### src/rtl/wishbone_master_ctrl.sv
// -----------------------------------------------------------------------------
// wishbone_master_ctrl
//
// Command-driven Wishbone classic master. A command is either one write beat
// or a read burst of cmd_len_i + 1 beats at incrementing word addresses. Each
// beat produces a single-cycle response pulse. The burst is terminated early
// by err_i (and by a per-beat timeout when that option is enabled).
//
// Optional feature macro: WB_MASTER_TIMEOUT_EN
//   defined   : a beat left unanswered for TIMEOUT stb_o cycles ends as an error
//   undefined : no timeout counter; the master waits indefinitely
//
// Ports
//   clk_i, rst_i            clock, asynchronous active-high reset
//   cmd_valid_i/cmd_ready_o command handshake (ready only in IDLE)
//   cmd_we_i, cmd_addr_i,   command fields: direction, start byte address,
//   cmd_data_i, cmd_len_i   write data, read beats minus one
//   rsp_valid_o, rsp_data_o,
//   rsp_err_o               per-beat response pulse (no backpressure)
//   addr_o, data_o, we_o,
//   sel_o, cyc_o, stb_o     Wishbone master outputs
//   data_i, ack_i, err_i    Wishbone slave returns
// -----------------------------------------------------------------------------
`timescale 1ns/1ps

module wishbone_master_ctrl #(
  parameter int ADDR_W  = 32,
  parameter int DATA_W  = 32,
  parameter int LEN_W   = 8,
  parameter int TIMEOUT = 255
) (
  input  logic                clk_i,
  input  logic                rst_i,
  input  logic                cmd_valid_i,
  output logic                cmd_ready_o,
  input  logic                cmd_we_i,
  input  logic [ADDR_W-1:0]   cmd_addr_i,
  input  logic [DATA_W-1:0]   cmd_data_i,
  input  logic [LEN_W-1:0]    cmd_len_i,
  output logic                rsp_valid_o,
  output logic [DATA_W-1:0]   rsp_data_o,
  output logic                rsp_err_o,
  output logic [ADDR_W-1:0]   addr_o,
  output logic [DATA_W-1:0]   data_o,
  output logic                we_o,
  output logic [DATA_W/8-1:0] sel_o,
  output logic                cyc_o,
  output logic                stb_o,
  input  logic [DATA_W-1:0]   data_i,
  input  logic                ack_i,
  input  logic                err_i
);

  typedef enum logic {IDLE, BUS} state_t;

  state_t           state;
  logic [LEN_W-1:0] beats_left;  // beats still to run after the current one
  logic             slave_resp;
  logic             tmo_hit;
  logic             beat_done;
  logic             beat_err;

`ifdef WB_MASTER_TIMEOUT_EN
  localparam int TMO_W = (TIMEOUT < 2) ? 1 : $clog2(TIMEOUT + 1);
  logic [TMO_W-1:0] tmo_cnt;
`endif

  // Gated by rst_i so the command port reads not-ready while reset is held.
  assign cmd_ready_o = (state == IDLE) && !rst_i;

  always_comb begin
    slave_resp = stb_o && (ack_i || err_i);
`ifdef WB_MASTER_TIMEOUT_EN
    // The counter holds the number of unanswered stb_o cycles already
    // elapsed; the edge closing cycle number TIMEOUT ends the beat.
    tmo_hit = stb_o && !(ack_i || err_i) && (tmo_cnt == TMO_W'(TIMEOUT - 1));
`else
    tmo_hit = 1'b0;
`endif
    beat_done = slave_resp || tmo_hit;
    // err_i wins over a simultaneous ack_i
    beat_err  = (stb_o && err_i) || tmo_hit;
  end

  always_ff @(posedge clk_i or posedge rst_i) begin
    if (rst_i) begin
      state       <= IDLE;
      beats_left  <= '0;
      rsp_valid_o <= 1'b0;
      rsp_data_o  <= '0;
      rsp_err_o   <= 1'b0;
      addr_o      <= '0;
      data_o      <= '0;
      we_o        <= 1'b0;
      sel_o       <= '0;
      cyc_o       <= 1'b0;
      stb_o       <= 1'b0;
`ifdef WB_MASTER_TIMEOUT_EN
      tmo_cnt     <= '0;
`endif
    end else begin
      sel_o       <= '1;
      rsp_valid_o <= 1'b0;
      unique case (state)
        IDLE: begin
          if (cmd_valid_i && cmd_ready_o) begin
            state      <= BUS;
            cyc_o      <= 1'b1;
            stb_o      <= 1'b1;
            we_o       <= cmd_we_i;
            addr_o     <= cmd_addr_i;
            data_o     <= cmd_we_i ? cmd_data_i : '0;
            // Writes are always a single beat regardless of cmd_len_i.
            beats_left <= cmd_we_i ? '0 : cmd_len_i;
`ifdef WB_MASTER_TIMEOUT_EN
            tmo_cnt    <= '0;
`endif
          end
        end
        BUS: begin
          if (beat_done) begin
            rsp_valid_o <= 1'b1;
            rsp_err_o   <= beat_err;
            rsp_data_o  <= (we_o || tmo_hit) ? '0 : data_i;
`ifdef WB_MASTER_TIMEOUT_EN
            tmo_cnt     <= '0;
`endif
            if (beat_err || (beats_left == '0)) begin
              // Last beat or any error: release the bus, drop the remainder.
              state  <= IDLE;
              cyc_o  <= 1'b0;
              stb_o  <= 1'b0;
              we_o   <= 1'b0;
              data_o <= '0;
            end else begin
              addr_o     <= addr_o + ADDR_W'(DATA_W / 8);
              beats_left <= beats_left - LEN_W'(1);
            end
          end
`ifdef WB_MASTER_TIMEOUT_EN
          else if (stb_o) begin
            tmo_cnt <= tmo_cnt + TMO_W'(1);
          end
`endif
        end
        default: state <= IDLE;
      endcase
    end
  end

endmodule

### config.mk
export PLATFORM = sky130hd
export DESIGN_NAME = wishbone_master_ctrl
export DESIGN_NICKNAME = d
export VERILOG_FILES = /design/src/rtl/wishbone_master_ctrl.sv
export SDC_FILE = /design/constraint.sdc
export NUM_CORES = 1
export LEC_CHECK = 0
export CORE_MARGIN = 2
export CORE_UTILIZATION = 39
export DETAILED_ROUTE_END_ITERATION = 8
export PLACE_DENSITY = 0.84
export SLEW_MARGIN = 5
export SYNTH_ARGS = -nofsm -noshare
export SYNTH_HDL_FRONTEND = slang
export SYNTH_SLANG_ARGS = --single-unit
### constraint.sdc
create_clock -name clk_i -period 3.2 [get_ports clk_i]
set_input_delay 0.32 -clock clk_i [delete_from_list [all_inputs] [get_ports clk_i]]
set_output_delay 0.32 -clock clk_i [all_outputs]
set_load 0.05 [all_outputs]
* Yosys cells after proc, flatten, opt, wreduce, memory -nomap -nowiden
Index checks and enable logic that the tools add are counted.
Cells by class: add/sub/neg operators 2, equality and inequality tests 4, muxes and demuxes 27, bitwise logic cells 1, reduce and logical (&&, ||, !) cells 11
Operators by type and width (number):
- $mux 32 | 8
- $pmux 32 s2 | 2
- $add 32x3->32 const B | 1
- $mux 8 | 4
- $pmux 8 s2 | 1
- $mux 1 | 9
- $logic_not 8->1 | 1
- $sub 8x1->8 const B | 1
- $ne 2x1->1 const B | 3
- $pmux 1 s2 | 3
- $reduce_and 3->1 | 2
- $logic_and 1x1->1 | 4
- $logic_or 1x1->1 | 2
- $ne 2x2->1 const B | 1
- $reduce_and 2->1 | 1
- $logic_not 1->1 | 1
- $not 1->1 | 1
Word-level totals: flip-flop bits (word level) 110, input bits 110, output and inout port bits 106, logic and storage cells 55

* Depth between registers and ports, before layout
Gate-level depths: netlist of the first run.
depth in word-level cells 5, depth in mapped cells 8, depth with buffers taken out 7

* Worst setup path after synthesis of the first run
OpenSTA, ideal clock, no wires.
path kind register to register, from reg state, to reg data_o[10], setup time 0.121 ns, arrival time 2.202 ns, data required time 3.079 ns, setup slack 0.877 ns, cell stages (with the launch flop) 8, buffers on the path 2, period minus slack after synthesis 2.323 ns, cells stage by stage dfrtp_1 nor2_1 and2_0 clkbuf_1 a21oi_1 a21o_1 buf_2 a22o_1
Between the ends: cells in the longest elaborated chain, start to end 5, elaborated cells between the ends (all ways) 8, classes of those cells 3 x eq/ne; 1 x mux; 1 x bitwise; 3 x reduce/logical
RTL lines:
- start, declared | line 56 | state_t state;
- start signal, assigned | line 87 | state <= IDLE;
- start signal, assigned | line 107 | state <= BUS;
- start signal, assigned | line 130 | state <= IDLE;
- $not 1->1
- $logic_and 1x1->1 | line 69 | assign cmd_ready_o = (state == IDLE) && !rst_i;
- via cmd_ready_o | line 35 | output logic cmd_ready_o,
- $logic_and 1x1->1 | line 106 | if (cmd_valid_i && cmd_ready_o) begin
- $ne 2x1->1 (no line)
- $reduce_and 3->1 (no line)
- end signal, assigned | line 112 | data_o <= cmd_we_i ? cmd_data_i : '0;
- end, declared | line 44 | output logic [DATA_W-1:0] data_o,
The timed path passes the listed nets, and every way through them passes these cells. A chain may end at the register's enable or synchronous reset.

* Worst setup path in the final report of the first run
from reg beats_left[0], to reg data_o[16]
Between the ends: cells in the longest elaborated chain, start to end 4
RTL lines:
- start, declared | line 57 | logic [LEN_W-1:0] beats_left;
- start signal, assigned | line 114 | beats_left <= cmd_we_i ? '0 : cmd_len_i;
- start signal, assigned | line 137 | beats_left <= beats_left - LEN_W'(1);
- $logic_not 8->1 | line 128 | if (beat_err || (beats_left == '0)) begin
- $logic_or 1x1->1 | line 128
- $ne 2x1->1 (no line)
- $reduce_and 3->1 (no line)
Every way passes these cells.

==> results.json, run 1 <==
{
  "hold_buffers": 0,
  "numPortBuffers": 215,
  "ctsResizeCount": 0,
  "n_antenna_cell": 0,
  "drt.antenna.violating_nets": 0,
  "die-area_um2": 14410,
  "crit_arrival_ns": 2.71,
  "rows": 42,
  "nets": 846,
  "synth_edf_count": 0,
  "grt-ovfl-total": 0,
  "synth_top_family_by_area": "compound AO/OA/AOI/OAI gates",
  "p_switching_mw": 4.430,
  "yosysSeqAreaShare_pct": 52.43,
  "fin_crit_sh_pct": 77.42,
  "post-cts-setup-buffer-count": 0,
  "leakage_nw": 3.225,
  "muxShareOfSynthArea_pct": 0.3813,
  "cp_top_family": "compound AO/OA/AOI/OAI gates",
  "path_cells": "inv_1, ha_1, nor3b_1, a21o_1, a21oi_1, a21o_1, a22o_1",
  "drc": 0,
  "grt_max_degree": 98,
  "synth_seq_cells": 110,
  "drv_cap": 0,
  "synth_top_area_share_pct": 52.43,
  "syn_avg_cell_area_um2": 9.777,
  "p_int_mw": 4.291,
  "grt_pass1_vias": 5100,
  "htreeDepth": 3,
  "pwr-share-clk_pct": 12.1,
  "wire_per_inst_um": 17.02,
  "synthArstFlopShare_pct": 100.0,
  "start_kind": "register",
  "cts_buffers": 9,
  "core_um2": 13190,
  "die_y_um": 120.0,
  "drtPass1Iterations": 5,
  "grt_pass1_wl_mm": 25.21,
  "grtUsageTotal_pct": 21.70,
  "yosysWarnings": 0,
  "num_vias": 4996,
  "fin_setup_tns_ns": 0,
  "crit_path_end_kind": "register",
  "comb_power_share_pct": 58.8,
  "drt-initial-drc-count": 320,
  "crit_type": "reg2reg",
  "synth_nets": 650,
  "antenna_found_initial": 0,
  "fillers": 1116,
  "cts.sinks": 110,
  "hold_path.class": "in2async",
  "yosysMostFrequentCell": "dfrtp_1",
  "finalSetupViolations": 0,
  "clk_latency_ns": 0.35,
  "critPathMostFrequentCell": "a21o_1",
  "hold_viol_final": 0,
  "synth_top_area_cell": "dfrtp_1",
  "power_density_nw_per_um2": 1117,
  "die_w_um": 120.0,
  "fmax_mhz": 403.7,
  "synth-compound-area-share_pct": 23.98,
  "critPathMaxFanout": 33,
  "area_growth_pct": 48.67,
  "crit_buf_inv": 1,
  "power_frac_seq_pct": 29.1,
  "io_pins": 216,
  "dp_hpwl_mm": 11.34,
  "status": "complete, no violations",
  "synthTopCellsByCount": "110 x dfrtp_1, 68 x nand2_1, 55 x o21ai_0",
  "clk_pin_slew_ns": 0.07,
  "switching_share_pct": 50.80,
  "synthAdderAreaFrac_pct": 0.7150,
  "slew_violations": 0,
  "cts_tree": "done",
  "post-route-min-period_ns": 2.477,
  "cp_slowest_stage_delay_ns": 0.52,
  "layout-drive-gt1-share_pct": 5.285,
  "cp.required_ns": 3.43,
  "timing.hold.ws_ns": 0.3300,
  "critPathSlowestCell": "a21o_1",
  "gp_congestion": 0.8758,
  "rsz0062_at_grt": "no",
  "ys.flop_type": "dfrtp_1",
  "synth-xor-area-share_pct": 0,
  "ys_types": 58,
  "max_slew.worst_pin.slew_ns": 1.011,
  "skew_ns": 0.004465,
  "slew_headroom_pct": 32.62,
  "routed_wl_mm": 15.56,
  "initial_core_util_pct": 39.80,
  "root_buffer": "clkbuf_16",
  "synth_area_um2": 5250,
  "synth-simple-area-share_pct": 18.30,
  "avgViaCountPerCell": 5.466,
  "synthCells": 537,
  "ir_worst_vdd_v": 0.0004683,
  "cts_max_path_buffers": 2,
  "ys_top_cells_by_area": "dfrtp_1 52%, a22o_1 5.5%, o21ai_0 5.2%"
}
-- worst register-to-register path: stages (launching register included) --
cell and delay (ns):
dfrtp_1 0.38, inv_1 0.12, ha_1 0.17, nor3b_1 0.50
a21o_1 0.20, a21oi_1 0.06, a21o_1 0.52, a22o_1 0.41
-- cell usage in the layout, fill, tap and decap left out, types with 3 or more instances in the layout --
| master | n |
|---|---|
| clkdlybuf4s50_1 | 215 |
| dfrtp_1 | 109 |
| nand2_1 | 68 |
| o21ai_0 | 55 |
| a21oi_1 | 38 |
| nand2b_1 | 34 |
| a22o_1 | 33 |
| nor2_1 | 24 |
| nand3_1 | 17 |
| nor3_1 | 11 |
| a31oi_1 | 10 |
| o22ai_1 | 9 |
| inv_1 | 9 |
| clkbuf_16 | 9 |
| buf_4 | 8 |
| o22a_1 | 6 |
| a2bb2oi_1 | 4 |
| nand4_1 | 4 |
| nor4_1 | 4 |
| a32oi_1 | 4 |
| a21o_1 | 4 |
| clkinvlp_4 | 4 |
| and2_1 | 3 |
| a211oi_1 | 3 |
| and3_1 | 3 |
| ha_1 | 3 |
-- metrics by stage --
step	total power [mW]	std cells	instance area [µm²]	worst slack, ns	util (%)
6_report	8.720	914	7805	0.7227	59.17
5_1_grt	9.216	914	7805	0.5517	59.17
4_1_cts	8.765	914	7805	0.7324	59.17
3_5_place_dp	7.693	898	7531	0.5519	57.10
3_3_place_gp	7.535	898	7531	0.6696	57.10
2_1_floorplan	5.974	537	5254	0.8772	-
-- worst paths after layout --
| kind | from | endpoint | slack (ns) | cells past startpoint |
|---|---|---|---|---|
| setup / recovery | beats_left[0]$_DFFE_PP0P_ | data_o[16]$_DFFE_PP0P_ | 0.72 | 7 |
| hold / removal | rst_i | addr_o[17]$_DFFE_PP0P_ | 0.33 | 2 |
| setup reg to reg | beats_left[0]$_DFFE_PP0P_ | data_o[16]$_DFFE_PP0P_ | 0.72 | 7 |
| hold reg to reg | rsp_data_o[25]$_DFFE_PP0P_ | rsp_data_o[25]$_DFFE_PP0P_ | 0.48 | 2 |
| max in group asynchronous | rst_i | data_o[7]$_DFFE_PP0P_ | 2.06 | 3 |
| min in group clk_i | rsp_data_o[25]$_DFFE_PP0P_ | rsp_data_o[25]$_DFFE_PP0P_ | 0.48 | 2 |
-- cell type report --
class	count	area, µm²	area share (%)
timing repair buffer	224	2232	28.60
inverter	10	41.29	0.5290
multi-input combinational	378	2283	29.26
clock buffer	10	229.0	2.934
tap	176	220.2	2.821
sequential	110	2754	35.28
clock inverter	6	45.04	0.5771
-- logic make-up (layout without fill, tap and decap cells) --
kind of cell             Yosys count  after routing
buffers and inverters             49            250
AND/OR/NAND/NOR                  186            186
flip-flops                       110            110
other                              1              1
AO/OA/AOI/OAI                    186            186
multiplexers                       2              2
adder cells (fa/ha/maj)            3              3
-- layer usage --
metal / wire (µm) / track usage (%) / vias up / part of all wire [%]
met5: 0 / 0 / - / 0
met4: 569 / 11.32 / 0 / 3.7
met3: 1076 / 3.232 / 50 / 6.9
met2: 7918 / 37.14 / 250 / 51
met1: 5994 / 26.43 / 2362 / 39
li1: - / - / 2334 / -
-- power groups by stage --
stage,sequential [mW],combinational [mW],clock [mW]
floorplan,4.24,1.73,0
global placement,2.52,5.02,0
detailed placement,2.55,5.14,0
CTS,2.54,5.15,1.08
global route,2.62,5.46,1.13
finish,2.54,5.13,1.05
-- registers in the layout, indices dropped and copies added, names as in the netlist --
| signal | cells |
|---|---|
| state | 1 |
| we_o | 1 |
| rsp_data_o | 32 |
| data_o | 32 |
| rsp_valid_o | 1 |
| sel_o | 1 |
| stb_o | 1 |
| beats_left | 8 |
| rsp_err_o | 1 |
| addr_o | 32 |
Note: power is estimated with default switching activity, not from simulation.
==> run 2, diff against run 1 <==
CORE_UTILIZATION = 40   (was 39)
PLACE_DENSITY = 0.82   (was 0.84)
clock period = 2.49 ns   (was 3.2 ns; I/O delays follow)
==> run 2 against run 1 <==
  * Count of clock-buffer cells in the layout up 1
  * Setup slack worse by 0.45 ns
  * Sequential power grew 27%
  * Die area is 2.4% lower
  * Global-route usage up 0.22 points
  * Clock skew up 0.0036 ns
  * Clock power up 55%
  * Critical path type unchanged
  * Largest cell class unchanged
==> results.json, run 2 (synthesis results as in run 1) <==
{
  "final_common_cell": "clkdlybuf4s50_1",
  "die_w_um": 118.6,
  "n_antenna_cell": 0,
  "rows": 41,
  "cts_tree": "done",
  "grtUsageTotal_pct": 21.92,
  "drv_cap": 0,
  "avgViaCountPerCell": 5.472,
  "p_switching_mw": 5.690,
  "drt.antenna.violating_nets": 0,
  "grt_pass1_wl_mm": 25.08,
  "cp_top_family": "simple AND/OR/NAND/NOR gates",
  "crit_path_end_kind": "register",
  "dp_hpwl_mm": 11.38,
  "rsz0062_at_grt": "no",
  "drc": 0,
  "ctsResizeCount": 0,
  "critPathMaxFanout": 6,
  "wire_per_inst_um": 16.89,
  "io_pins": 216,
  "status": "complete, no violations",
  "power_density_nw_per_um2": 1461,
  "layout-drive-gt1-share_pct": 5.914,
  "initial_core_util_pct": 41.27,
  "fin_ws_ns": 0.2701,
  "grt-ovfl-total": 0,
  "power_frac_seq_pct": 27.9,
  "crit_buf_inv": 0,
  "clk_latency_ns": 0.34,
  "dpl_cell_area_um2": 7596,
  "slew_violations": 0,
  "crit_arrival_ns": 2.49,
  "hold_path.class": "in2async",
  "p_int_mw": 5.903,
  "cp_slowest_stage_delay_ns": 0.45,
  "clk_pin_slew_ns": 0.07,
  "numPortBuffers": 215,
  "die_y_um": 118.6,
  "grt_pass1_vias": 4990,
  "num_vias": 5012,
  "final_cell_mix": "215 x clkdlybuf4s50_1, 109 x dfrtp_1, 68 x nand2_1",
  "fmax_mhz": 450.5,
  "fin_crit_sh_pct": 89.15,
  "skew_ns": 0.008027,
  "fillers": 1096,
  "cts_buffers": 9,
  "root_buffer": "clkbuf_16",
  "grt_max_degree": 66,
  "cts.sinks": 110,
  "die-area_um2": 14060,
  "grt.busiest_layer": "met2",
  "routed_wl_mm": 15.47,
  "grtUsageMet3_pct": 3.764,
  "crit_type": "reg2reg",
  "drt-initial-drc-count": 320,
  "reg.largest.list": "addr_o: 32 flops, data_o: 32 flops, rsp_data_o: 32 flops",
  "use_met1_pct": 28.70,
  "htreeDepth": 3,
  "switching_share_pct": 49.09,
  "area_growth_pct": 51.14,
  "fin_setup_tns_ns": 0,
  "drtPass1Iterations": 5,
  "comb_power_share_pct": 58.1,
  "gp_congestion": 0.8859,
  "path_cells": "ha_1, nand3_1, or2_1, o41ai_2, and2_1, o221a_1",
  "post-cts-setup-buffer-count": 0,
  "cts_max_path_buffers": 2,
  "cp.required_ns": 2.76,
  "critPathSlowestCell": "dfrtp_1",
  "leakage_nw": 3.299,
  "start_kind": "register",
  "finalSetupViolations": 0,
  "pwr-share-clk_pct": 14.1,
  "finalPower_mw": 11.59,
  "antenna_found_initial": 0,
  "core_um2": 12720,
  "use_met2_pct": 36.67,
  "hold_buffers": 0,
  "layout.cells.non_filler": 916,
  "slew_headroom_pct": 45.63,
  "max_slew.worst_pin.slew_ns": 0.8147,
  "hold_viol_final": 0,
  "dp.cells": 900,
  "dpl_worst_slack_ns": 0.2450,
  "post-route-cell-area_um2": 7935,
  "post-route-min-period_ns": 2.220,
  "ir_worst_vdd_v": 0.0008241,
  "nets": 852
}
## run 2: changes by cell type in the layout (fill, tap and decap cells not counted), sizes merged
| cell | change |
|---|---|
| clkinv | -1 |
| inv | -1 |
| clkinvlp | -2 |
| bufinv | +3 |
| buf | +6 |
| clkbuf | +1 |
## run 2: layout make-up
cell class	count	area [µm²]	share of cell area, %
inverters	10	41.29	0.5203
well taps	172	215.2	2.712
multi-input cells	378	2283	28.78
clock buffers	11	232.7	2.933
flip-flops and latches	110	2754	34.71
clock inverters	5	106.4	1.340
repair buffers	230	2302	29.01
## run 2: final timing paths
check	start	to	slack [ns]	cells past startpoint
max	addr_o[2]$_DFFE_PP0P_	addr_o[28]$_DFFE_PP0P_	0.27	6
min	rst_i	data_o[25]$_DFFE_PP0P_	0.20	2
max reg2reg	addr_o[2]$_DFFE_PP0P_	addr_o[28]$_DFFE_PP0P_	0.27	6
min reg2reg	rsp_data_o[20]$_DFFE_PP0P_	rsp_data_o[20]$_DFFE_PP0P_	0.49	2
max in group asynchronous	rst_i	rsp_data_o[15]$_DFFE_PP0P_	1.68	3
min in group clk_i	cmd_addr_i[1]	addr_o[1]$_DFFE_PP0P_	0.48	3
## run 2: routing by layer
layer | vias to the layer above | wire length [µm]
met5 | - | 0
met4 | 0 | 283
met3 | 21 | 1019
met2 | 221 | 7684
met1 | 2426 | 6481
li1 | 2344 | -
## run 2: metrics by stage
step           hold slack [ns]  utilization (%)
2_1_floorplan           0.3544                -
3_3_place_gp            0.4639            59.71
3_5_place_dp            0.4720            59.71
4_1_cts                 0.1924            62.37
5_1_grt                 0.2383            62.37
6_report                0.1960            62.37
## run 2: power groups by stage
stage	clock network (mW)	logic, mW	registers, mW
2_1_floorplan	0	2.22	5.45
3_3_place_gp	0	6.59	3.20
3_5_place_dp	0	6.75	3.25
4_1_cts	1.67	6.77	3.23
5_1_grt	1.75	7.14	3.34
6_report	1.63	6.73	3.23
==> run 3, diff against run 2 <==
CTS_CLUSTER_DIAMETER = 200   (was unset)
==> results of run 3 <==
No change in the layout: final DEF, timing and power equal those of run 2.
